### src/rtl/d_BCH_pkg.sv
// Shared BCH decoder package: GF(2^12) parameters, Chien search sizing,
// Chien search state encoding and an elaboration-time alpha power helper.
package d_BCH_pkg;

  localparam int Multi             = 2;
  localparam int GaloisFieldDegree = 12;
  localparam int MaxErrorCountBits = 9;
  localparam int ELPCoefficients   = 15;
  localparam int CodewordLength    = 4095;
  localparam int PositionBits      = 12;
  localparam logic [GaloisFieldDegree-1:0] PrimitivePoly = 12'h053;

  // One lane's slice of a coefficient word, and the full packed ELP bus.
  localparam int LaneCoefBits = Multi * GaloisFieldDegree;
  localparam int CoefBusBits  = LaneCoefBits * ELPCoefficients;

  // One-hot Chien search states.
  typedef enum logic [3:0] {
    ST_IDLE   = 4'b0001,
    ST_LOAD   = 4'b0010,
    ST_SEARCH = 4'b0100,
    ST_DONE   = 4'b1000
  } cs_state_e;

  // alpha^e by stepping the field LFSR e times from alpha^0 = 1.
  // Only ever called with constant arguments.
  function automatic logic [GaloisFieldDegree-1:0] gf_alpha_pow(input int e);
    logic [GaloisFieldDegree-1:0] v;
    v    = '0;
    v[0] = 1'b1;
    for (int i = 0; i < e; i++) begin
      v = {v[GaloisFieldDegree-2:0], 1'b0} ^ (v[GaloisFieldDegree-1] ? PrimitivePoly : '0);
    end
    return v;
  endfunction

endpackage

### src/rtl/d_cs_serial_search_if.sv
// Bus bundle of the Chien search stage.
//   Launch side : i_exe_cs, i_kes_sequence_end, i_kes_fail, i_error_count,
//                 i_ELP_coef, i_stop_dec, o_cs_available
//   Beat stream : o_cs_valid, i_out_ready, o_position, o_error_location
//   Verdict     : o_cs_done, o_cs_fail
//   Debug       : o_dbg_state (current FSM state)
// Handshake: a position beat transfers on a rising edge where o_cs_valid and
// i_out_ready are both 1; while o_cs_valid=1 and i_out_ready=0 the beat
// (o_position, o_error_location) holds unchanged, and o_cs_valid never drops
// before its beat has transferred (except on i_stop_dec / reset).
interface d_cs_serial_search_if;
  import d_BCH_pkg::*;

  logic                               i_stop_dec;
  logic                               i_exe_cs;
  logic [Multi-1:0]                   i_kes_sequence_end;
  logic [Multi-1:0]                   i_kes_fail;
  logic [Multi*MaxErrorCountBits-1:0] i_error_count;
  logic [CoefBusBits-1:0]             i_ELP_coef;
  logic                               i_out_ready;
  logic                               o_cs_available;
  logic                               o_cs_valid;
  logic [PositionBits-1:0]            o_position;
  logic [Multi-1:0]                   o_error_location;
  logic                               o_cs_done;
  logic [Multi-1:0]                   o_cs_fail;
  cs_state_e                          o_dbg_state;

  modport slave (
    input  i_stop_dec, i_exe_cs, i_kes_sequence_end, i_kes_fail,
           i_error_count, i_ELP_coef, i_out_ready,
    output o_cs_available, o_cs_valid, o_position, o_error_location,
           o_cs_done, o_cs_fail, o_dbg_state
  );

  modport master (
    output i_stop_dec, i_exe_cs, i_kes_sequence_end, i_kes_fail,
           i_error_count, i_ELP_coef, i_out_ready,
    input  o_cs_available, o_cs_valid, o_position, o_error_location,
           o_cs_done, o_cs_fail, o_dbg_state
  );

endinterface

### src/rtl/d_CS_gf_const_mul.sv
// Combinational multiply of a GF(2^12) element by the constant alpha^Exponent.
//   i_data : field element
//   o_data : i_data * alpha^Exponent
// Bit j of the input contributes alpha^(Exponent+j), so the product is the XOR
// of those constant columns selected by the input bits.
module d_CS_gf_const_mul
  import d_BCH_pkg::*;
#(
  parameter int Exponent = 1
) (
  input  logic [GaloisFieldDegree-1:0] i_data,
  output logic [GaloisFieldDegree-1:0] o_data
);

  logic [GaloisFieldDegree-1:0] col [GaloisFieldDegree];

  for (genvar j = 0; j < GaloisFieldDegree; j++) begin : g_col
    localparam logic [GaloisFieldDegree-1:0] ColVal = gf_alpha_pow(Exponent + j);
    assign col[j] = ColVal;
  end

  always_comb begin
    o_data = '0;
    for (int j = 0; j < GaloisFieldDegree; j++) begin
      if (i_data[j]) o_data = o_data ^ col[j];
    end
  end

endmodule

### src/rtl/d_cs_serial_search.sv
// Chien search: evaluates each lane's error locator polynomial at alpha^p for
// p = 0..CodewordLength-1, one position per accepted beat, all lanes in
// parallel, then reports a per-lane decode-fail verdict.
//   i_clk, i_RESET : clock, asynchronous active-high reset
//   bus (slave)    : launch inputs, beat stream, verdict, debug state
module d_cs_serial_search
  import d_BCH_pkg::*;
(
  input  logic                 i_clk,
  input  logic                 i_RESET,
  d_cs_serial_search_if.slave  bus
);

  typedef logic [GaloisFieldDegree-1:0] gf_t;
  typedef logic [MaxErrorCountBits-1:0] cnt_t;

  localparam logic [PositionBits-1:0] LastPos = PositionBits'(CodewordLength - 1);

  cs_state_e               state_q, state_d;
  logic [Multi-1:0]        en_q, en_d;
  logic [Multi-1:0]        kfail_q, kfail_d;
  logic [Multi-1:0]        err_q, err_d;
  logic [Multi-1:0]        fail_q, fail_d;
  cnt_t                    cnt_q [Multi];
  cnt_t                    cnt_d [Multi];
  cnt_t                    root_q [Multi];
  cnt_t                    root_d [Multi];
  gf_t                     term_q [Multi][ELPCoefficients];
  gf_t                     term_d [Multi][ELPCoefficients];
  gf_t                     term_mul [Multi][ELPCoefficients];
  logic                    valid_q, valid_d;
  logic                    done_q, done_d;
  logic [PositionBits-1:0] pos_q, pos_d;

  gf_t                     sum_now [Multi];
  gf_t                     sum_next [Multi];
  logic [Multi-1:0]        zero_now, zero_next;

  // term_mul[m][k] = term_q[m][k] * alpha^k: the terms for the next position.
  for (genvar m = 0; m < Multi; m++) begin : g_lane
    assign term_mul[m][0] = term_q[m][0];
    for (genvar k = 1; k < ELPCoefficients; k++) begin : g_coef
      d_CS_gf_const_mul #(.Exponent(k)) u_mul (
        .i_data (term_q[m][k]),
        .o_data (term_mul[m][k])
      );
    end
  end

  // Lambda evaluated at the current position (zero_now) and at the next one
  // (zero_next). The flag output is registered, so it is computed from the
  // terms that will be held during the beat it belongs to.
  always_comb begin
    for (int m = 0; m < Multi; m++) begin
      sum_now[m]  = '0;
      sum_next[m] = '0;
      for (int k = 0; k < ELPCoefficients; k++) begin
        sum_now[m]  = sum_now[m]  ^ term_q[m][k];
        sum_next[m] = sum_next[m] ^ term_mul[m][k];
      end
      zero_now[m]  = (sum_now[m] == '0);
      zero_next[m] = (sum_next[m] == '0);
    end
  end

  always_comb begin
    state_d = state_q;
    en_d    = en_q;
    kfail_d = kfail_q;
    cnt_d   = cnt_q;
    root_d  = root_q;
    term_d  = term_q;
    valid_d = valid_q;
    pos_d   = pos_q;
    err_d   = err_q;
    done_d  = 1'b0;
    fail_d  = '0;

    if (bus.i_stop_dec) begin
      state_d = ST_IDLE;
      en_d    = '0;
      kfail_d = '0;
      cnt_d   = '{default: '0};
      root_d  = '{default: '0};
      term_d  = '{default: '0};
      valid_d = 1'b0;
      pos_d   = '0;
      err_d   = '0;
    end else begin
      case (state_q)
        ST_IDLE: begin
          if (bus.i_exe_cs) begin
            state_d = ST_LOAD;
            en_d    = bus.i_kes_sequence_end;
            kfail_d = bus.i_kes_fail;
            // Coefficients land directly in the term registers: the p=0
            // terms are lambda_k * alpha^0 = lambda_k, so no separate copy.
            for (int m = 0; m < Multi; m++) begin
              cnt_d[m] = bus.i_error_count[m*MaxErrorCountBits +: MaxErrorCountBits];
              for (int k = 0; k < ELPCoefficients; k++) begin
                term_d[m][k] = bus.i_ELP_coef[(ELPCoefficients-1-k)*LaneCoefBits + m*GaloisFieldDegree +: GaloisFieldDegree];
              end
            end
          end
        end
        ST_LOAD: begin
          state_d = ST_SEARCH;
          root_d  = '{default: '0};
          valid_d = 1'b1;
          pos_d   = '0;
          err_d   = en_q & ~kfail_q & zero_now;
        end
        ST_SEARCH: begin
          if (bus.i_out_ready) begin
            term_d = term_mul;
            for (int m = 0; m < Multi; m++) begin
              if (err_q[m] && (root_q[m] != '1)) root_d[m] = root_q[m] + 1'b1;
            end
            if (pos_q == LastPos) begin
              state_d = ST_DONE;
              valid_d = 1'b0;
              pos_d   = '0;
              err_d   = '0;
              done_d  = 1'b1;
              for (int m = 0; m < Multi; m++) begin
                fail_d[m] = en_q[m] & (kfail_q[m] | (root_d[m] != cnt_q[m]));
              end
            end else begin
              pos_d = pos_q + 1'b1;
              err_d = en_q & ~kfail_q & zero_next;
            end
          end
        end
        ST_DONE: begin
          state_d = ST_IDLE;
        end
        default: begin
          state_d = ST_IDLE;
        end
      endcase
    end
  end

  always_ff @(posedge i_clk or posedge i_RESET) begin
    if (i_RESET) begin
      state_q <= ST_IDLE;
      en_q    <= '0;
      kfail_q <= '0;
      cnt_q   <= '{default: '0};
      root_q  <= '{default: '0};
      term_q  <= '{default: '0};
      valid_q <= 1'b0;
      pos_q   <= '0;
      err_q   <= '0;
      done_q  <= 1'b0;
      fail_q  <= '0;
    end else begin
      state_q <= state_d;
      en_q    <= en_d;
      kfail_q <= kfail_d;
      cnt_q   <= cnt_d;
      root_q  <= root_d;
      term_q  <= term_d;
      valid_q <= valid_d;
      pos_q   <= pos_d;
      err_q   <= err_d;
      done_q  <= done_d;
      fail_q  <= fail_d;
    end
  end

  assign bus.o_cs_available   = (state_q == ST_IDLE);
  assign bus.o_cs_valid       = valid_q;
  assign bus.o_position       = pos_q;
  assign bus.o_error_location = err_q;
  assign bus.o_cs_done        = done_q;
  assign bus.o_cs_fail        = fail_q;
  assign bus.o_dbg_state      = state_q;

endmodule
### src/flat_wrapper.sv
// flat-port wrapper written by rule: the top's interface ports become plain ports
module d_cs_serial_search_flat import d_BCH_pkg::*;
  (i_clk, i_RESET, bus_i_stop_dec, bus_i_exe_cs, bus_i_kes_sequence_end, bus_i_kes_fail, bus_i_error_count, bus_i_ELP_coef, bus_i_out_ready, bus_o_cs_available, bus_o_cs_valid, bus_o_position, bus_o_error_location, bus_o_cs_done, bus_o_cs_fail, bus_o_dbg_state);
  d_cs_serial_search_if bus_i ();
  input  logic i_clk;
  input  logic i_RESET;
  input wire logic [$bits(bus_i.i_stop_dec)-1:0] bus_i_stop_dec;
  input wire logic [$bits(bus_i.i_exe_cs)-1:0] bus_i_exe_cs;
  input wire logic [$bits(bus_i.i_kes_sequence_end)-1:0] bus_i_kes_sequence_end;
  input wire logic [$bits(bus_i.i_kes_fail)-1:0] bus_i_kes_fail;
  input wire logic [$bits(bus_i.i_error_count)-1:0] bus_i_error_count;
  input wire logic [$bits(bus_i.i_ELP_coef)-1:0] bus_i_ELP_coef;
  input wire logic [$bits(bus_i.i_out_ready)-1:0] bus_i_out_ready;
  output wire logic [$bits(bus_i.o_cs_available)-1:0] bus_o_cs_available;
  output wire logic [$bits(bus_i.o_cs_valid)-1:0] bus_o_cs_valid;
  output wire logic [$bits(bus_i.o_position)-1:0] bus_o_position;
  output wire logic [$bits(bus_i.o_error_location)-1:0] bus_o_error_location;
  output wire logic [$bits(bus_i.o_cs_done)-1:0] bus_o_cs_done;
  output wire logic [$bits(bus_i.o_cs_fail)-1:0] bus_o_cs_fail;
  output wire logic [$bits(bus_i.o_dbg_state)-1:0] bus_o_dbg_state;
  assign bus_i.i_stop_dec = bus_i_stop_dec;
  assign bus_i.i_exe_cs = bus_i_exe_cs;
  assign bus_i.i_kes_sequence_end = bus_i_kes_sequence_end;
  assign bus_i.i_kes_fail = bus_i_kes_fail;
  assign bus_i.i_error_count = bus_i_error_count;
  assign bus_i.i_ELP_coef = bus_i_ELP_coef;
  assign bus_i.i_out_ready = bus_i_out_ready;
  assign bus_o_cs_available = bus_i.o_cs_available;
  assign bus_o_cs_valid = bus_i.o_cs_valid;
  assign bus_o_position = bus_i.o_position;
  assign bus_o_error_location = bus_i.o_error_location;
  assign bus_o_cs_done = bus_i.o_cs_done;
  assign bus_o_cs_fail = bus_i.o_cs_fail;
  assign bus_o_dbg_state = bus_i.o_dbg_state;
  d_cs_serial_search u_core (.i_clk(i_clk), .i_RESET(i_RESET), .bus(bus_i));
endmodule
### config.mk
export PLATFORM = sky130hd
export DESIGN_NAME = d_cs_serial_search_flat
export DESIGN_NICKNAME = d
export VERILOG_FILES = /design/src/rtl/d_BCH_pkg.sv /design/src/rtl/d_cs_serial_search_if.sv /design/src/rtl/d_CS_gf_const_mul.sv /design/src/rtl/d_cs_serial_search.sv /design/src/flat_wrapper.sv
export SDC_FILE = /design/constraint.sdc
export NUM_CORES = 2
export LEC_CHECK = 0
export ABC_AREA = 1
export BUFFER_PORTS_ARGS = -buffer_cell sky130_fd_sc_hd__clkbuf_2
export CAP_MARGIN = 5
export CORE_MARGIN = 2
export CORE_UTILIZATION = 27
export CTS_CLUSTER_DIAMETER = 40
export DETAILED_ROUTE_END_ITERATION = 8
export GPL_TIMING_DRIVEN = 0
export SYNTH_ARGS = -nofsm -noshare
export SYNTH_HDL_FRONTEND = slang
export SYNTH_SLANG_ARGS = --single-unit
### constraint.sdc
create_clock -name i_clk -period 14 [get_ports i_clk]
set_input_delay 0.7 -clock i_clk [delete_from_list [all_inputs] [get_ports i_clk]]
set_output_delay 0.7 -clock i_clk [all_outputs]
set_load 0.1 [all_outputs]
==> flow_metrics.env <==
export IMPL_dp_slack_ns=9.56
export IMPL_grt_max_degree=100
export IMPL_routed_via_count=38221
export IMPL_power_mw=9.05
export IMPL_routed_via_density=5.06
export IMPL_hold_buffers=0
export IMPL_async_flop_share_pct=100
export IMPL_start_util_pct=27.2
export IMPL_firstDrtPassIters=8
export IMPL_crit_path_start="u_core.bus.o_dbg_state[0]$_DFFE_PP1P_"
export IMPL_nets=6113
export IMPL_fin_skew_ns=0.0286
export IMPL_clkTransAtPathRegs_ns=0.05
export IMPL_grt_pass1_wl_mm=261
export IMPL_peakVddDrop_mv=0.101
export IMPL_synth_area_um2=35700
export IMPL_die_area_um2=135000
export IMPL_io_buffer_count=409
export IMPL_setup_worst_path_class="reg -> reg"
export IMPL_rsz0062_at_grt="false"
export IMPL_die_x_um=367
export IMPL_slew_headroom_pct=-4.29
export IMPL_setup_viol=0
export IMPL_crit_arrival_ns=4.98
export IMPL_avgSynthCellArea_um2=6.85
export IMPL_cts_resized=0
export IMPL_final_cells=7561
export IMPL_min_period_over_period_pct=31.2
export IMPL_syn_inst=5206
export IMPL_violations="capacitance limit, slew limit"
export IMPL_core_um2=131000
export IMPL_synth_area_leaders="dfrtp_1, nand2_1, xnor2_1"
export IMPL_hp_class="in -> async"
export IMPL_synth_yosys_warnings=0
export IMPL_synth_top_flop_cell="dfrtp_1"
export IMPL_fmax_mhz=229
export IMPL_syn_num_nets=5599
export IMPL_utilization_pct=33.2
export IMPL_crit_fanout=10
export IMPL_post_cts_buffers=0
export IMPL_worstPathRequired_ns=14.62
export IMPL_cts_sinks=422
export IMPL_clock_latency_ns=0.71
export IMPL_drv_slew=22
export IMPL_cts_buffers=96
export IMPL_yosysSeqAreaShare_pct=29.6
export IMPL_synth_distinct_cells=47
export IMPL_tns_ns=0
export IMPL_power_density_nw_per_um2=208
export IMPL_dp_hpwl_mm=153
export IMPL_row_count=133
export IMPL_routedWlPerCell_um=24.9
export IMPL_ys_ff_latch=422
export IMPL_drive_gt1_share_pct=14.2
export IMPL_placed_cells=7377
export IMPL_synth_top_cell_by_area="dfrtp_1"
export IMPL_outcome="complete, but fails checks"
export IMPL_synth_edf_count=0
export IMPL_drc=0
export IMPL_synth_top_cell_area_share_pct=29.5
export IMPL_leakagePower_nw=21.7
export IMPL_route_antenna_remaining_nets=0
export IMPL_maxCapViolCount=2
export IMPL_dieHeight_um=367
export IMPL_groute_usage_overall_pct=27.2
export IMPL_clk_path_buf_depth=3
export IMPL_cts_root_buf="clkbuf_16"
export IMPL_max_slew_worst_pin_slew_ns=1.56
export IMPL_reg2reg_from="u_core.bus.o_dbg_state[0]$_DFFE_PP1P_"
export IMPL_cts_htree_levels=3
export IMPL_area_growth_syn_to_layout_pct=22.1
export IMPL_grt_pass1_vias=35903
export IMPL_grt_overflow_total=0
export IMPL_startpoint_type="flop"
export IMPL_end_kind="flop"
export IMPL_hold_viol=0
export IMPL_cts_tree="built"
export IMPL_drt_wl_total_mm=189
export IMPL_place_congestion=1.02
export IMPL_initialDrtViolationCount=4480
export IMPL_fin_ws_ns=9.64
export IMPL_grt_antenna_before_repair=15
export IMPL_ioPinCount=410
export IMPL_min_period_ns=4.36
## stage by stage
step / hold WS, ns / instance area (µm²)
3_5_place_dp: 0.467 / 40100
3_3_place_gp: 0.460 / 39900
2_1_floorplan: 0.474 / 35700
5_1_grt: 0.152 / 43500
6_report: 0.0683 / 43600
4_1_cts: 0.0963 / 43500
## placed cells by master (no fill, tap or decap), drive strengths merged, types with 5 or more instances in the layout
cell type and n:
nand2 1735, clkbuf 682, inv 494, xnor2 465
xor2 453, dfrtp 421, o21ai 388, nand3 312
buf 192, nor2 182, a22oi 172, a21oi 85
a31oi 47, or2 25, clkinv 24, nand3b 21
o22ai 19, nand4 17, bufinv 15, clkinvlp 12
nor3 8, diode 6, ha 6, nor4 5
## kinds of logic (layout without fill, tap and decap cells)
kind of cell / after synthesis / after routing / synth area share [%]
AOI/OAI and AO/OA: 724 / 724 / 11.7
xor gates and xnor gates: 918 / 918 / 22.9
other: 0 / 6 / 0
and+or+nand+nor: 2311 / 2311 / 26.1
buffers and inverters: 825 / 1419 / 9.50
adders and majority gates: 6 / 6 / 0.210
DFF: 422 / 422 / 29.6
## cell type report
type                            count  area (µm²)
Clock buffer                      121        2690
Clock inverter                     57         777
Timing Repair Buffer              416        2200
Buffer                            337        1560
Antenna cell                        6        15.0
Fill cell                       14207       87700
Multi-Input combinational cell   3959       21700
Tap cell                         1755        2200
Sequential cell                   422       10600
Inverter                          488        1840
## sequential cells by signal, summed over array words and instances (netlist names)
name	cells
u_core.en_q	2
u_core.bus.o_error_location	2
u_core.bus.o_cs_valid	1
u_core.bus.o_position	12
u_core.cnt_q	18
u_core.kfail_q	2
u_core.bus.o_cs_fail	2
u_core.bus.o_cs_done	1
u_core.term_q	336
u_core.root_q	18
u_core.term_mul	24
u_core.bus.o_dbg_state	4
## worst paths after layout
| kind | to | slack, ns | cells past startpoint |
|---|---|---|---|
| setup / recovery | u_core.term_q[263]$_DFFE_PP0P_ | 9.64 | 11 |
| hold / removal | u_core.term_q[319]$_DFFE_PP0P_ | 0.07 | 2 |
| setup reg to reg | u_core.term_q[263]$_DFFE_PP0P_ | 9.64 | 11 |
| hold reg to reg | u_core.bus.o_cs_valid$_DFFE_PP0P_ | 0.48 | 2 |
| max in group asynchronous | u_core.bus.o_dbg_state[0]$_DFFE_PP1P_ | 12.42 | 4 |
| min in group i_clk | u_core.en_q[1]$_DFFE_PP0P_ | 0.20 | 3 |
## synth_stat cells (3+ instances only)
cell / n
xor2_2: 3
xnor2_2: 10
a22oi_1: 172
clkbuf_2: 10
nand4_1: 17
or2_2: 15
buf_4: 16
buf_2: 164
clkbuf_1: 142
xor2_1: 450
inv_1: 480
ha_1: 6
a21oi_1: 85
nand3b_1: 21
nor4_1: 5
dfrtp_1: 421
nand2b_1: 4
o22ai_1: 19
buf_1: 3
nor3_1: 8
nor2_1: 180
o21ai_0: 387
a211oi_1: 3
nand3_1: 311
nand2_1: 1734
or2_1: 10
xnor2_1: 454
a31oi_1: 47
inv_2: 8
## report_power, final
| part | switching (mW) | internal, mW | leakage, nW |
|---|---|---|---|
| combinational | 3.41 | 1.60 | 14.6 |
| sequential | 0.179 | 1.39 | 5.45 |
| clock | 0.840 | 1.63 | 1.67 |
## metal layers
layer / track usage [%] / share of wire [%] / vias up
li1: - / - / 17411
met5: 0 / 0.0037 / -
met1: 34.2 / 40 / 18379
met2: 43.1 / 45 / 2030
met4: 15.0 / 6.1 / 2
met3: 5.78 / 9.5 / 399
## critical path, stage by stage, from the launching register on
cell and delay (ns):
dfstp_2 0.55, inv_1 0.05, nand3_1 0.12, nor2_2 0.10
inv_1 0.13, or2_1 0.14, nand2_1 0.07, a21oi_1 0.79
clkbuf_1 0.93, clkbuf_1 0.85, nand2_1 0.36, o21ai_0 0.16
Note: power is estimated with default switching activity, not from simulation.
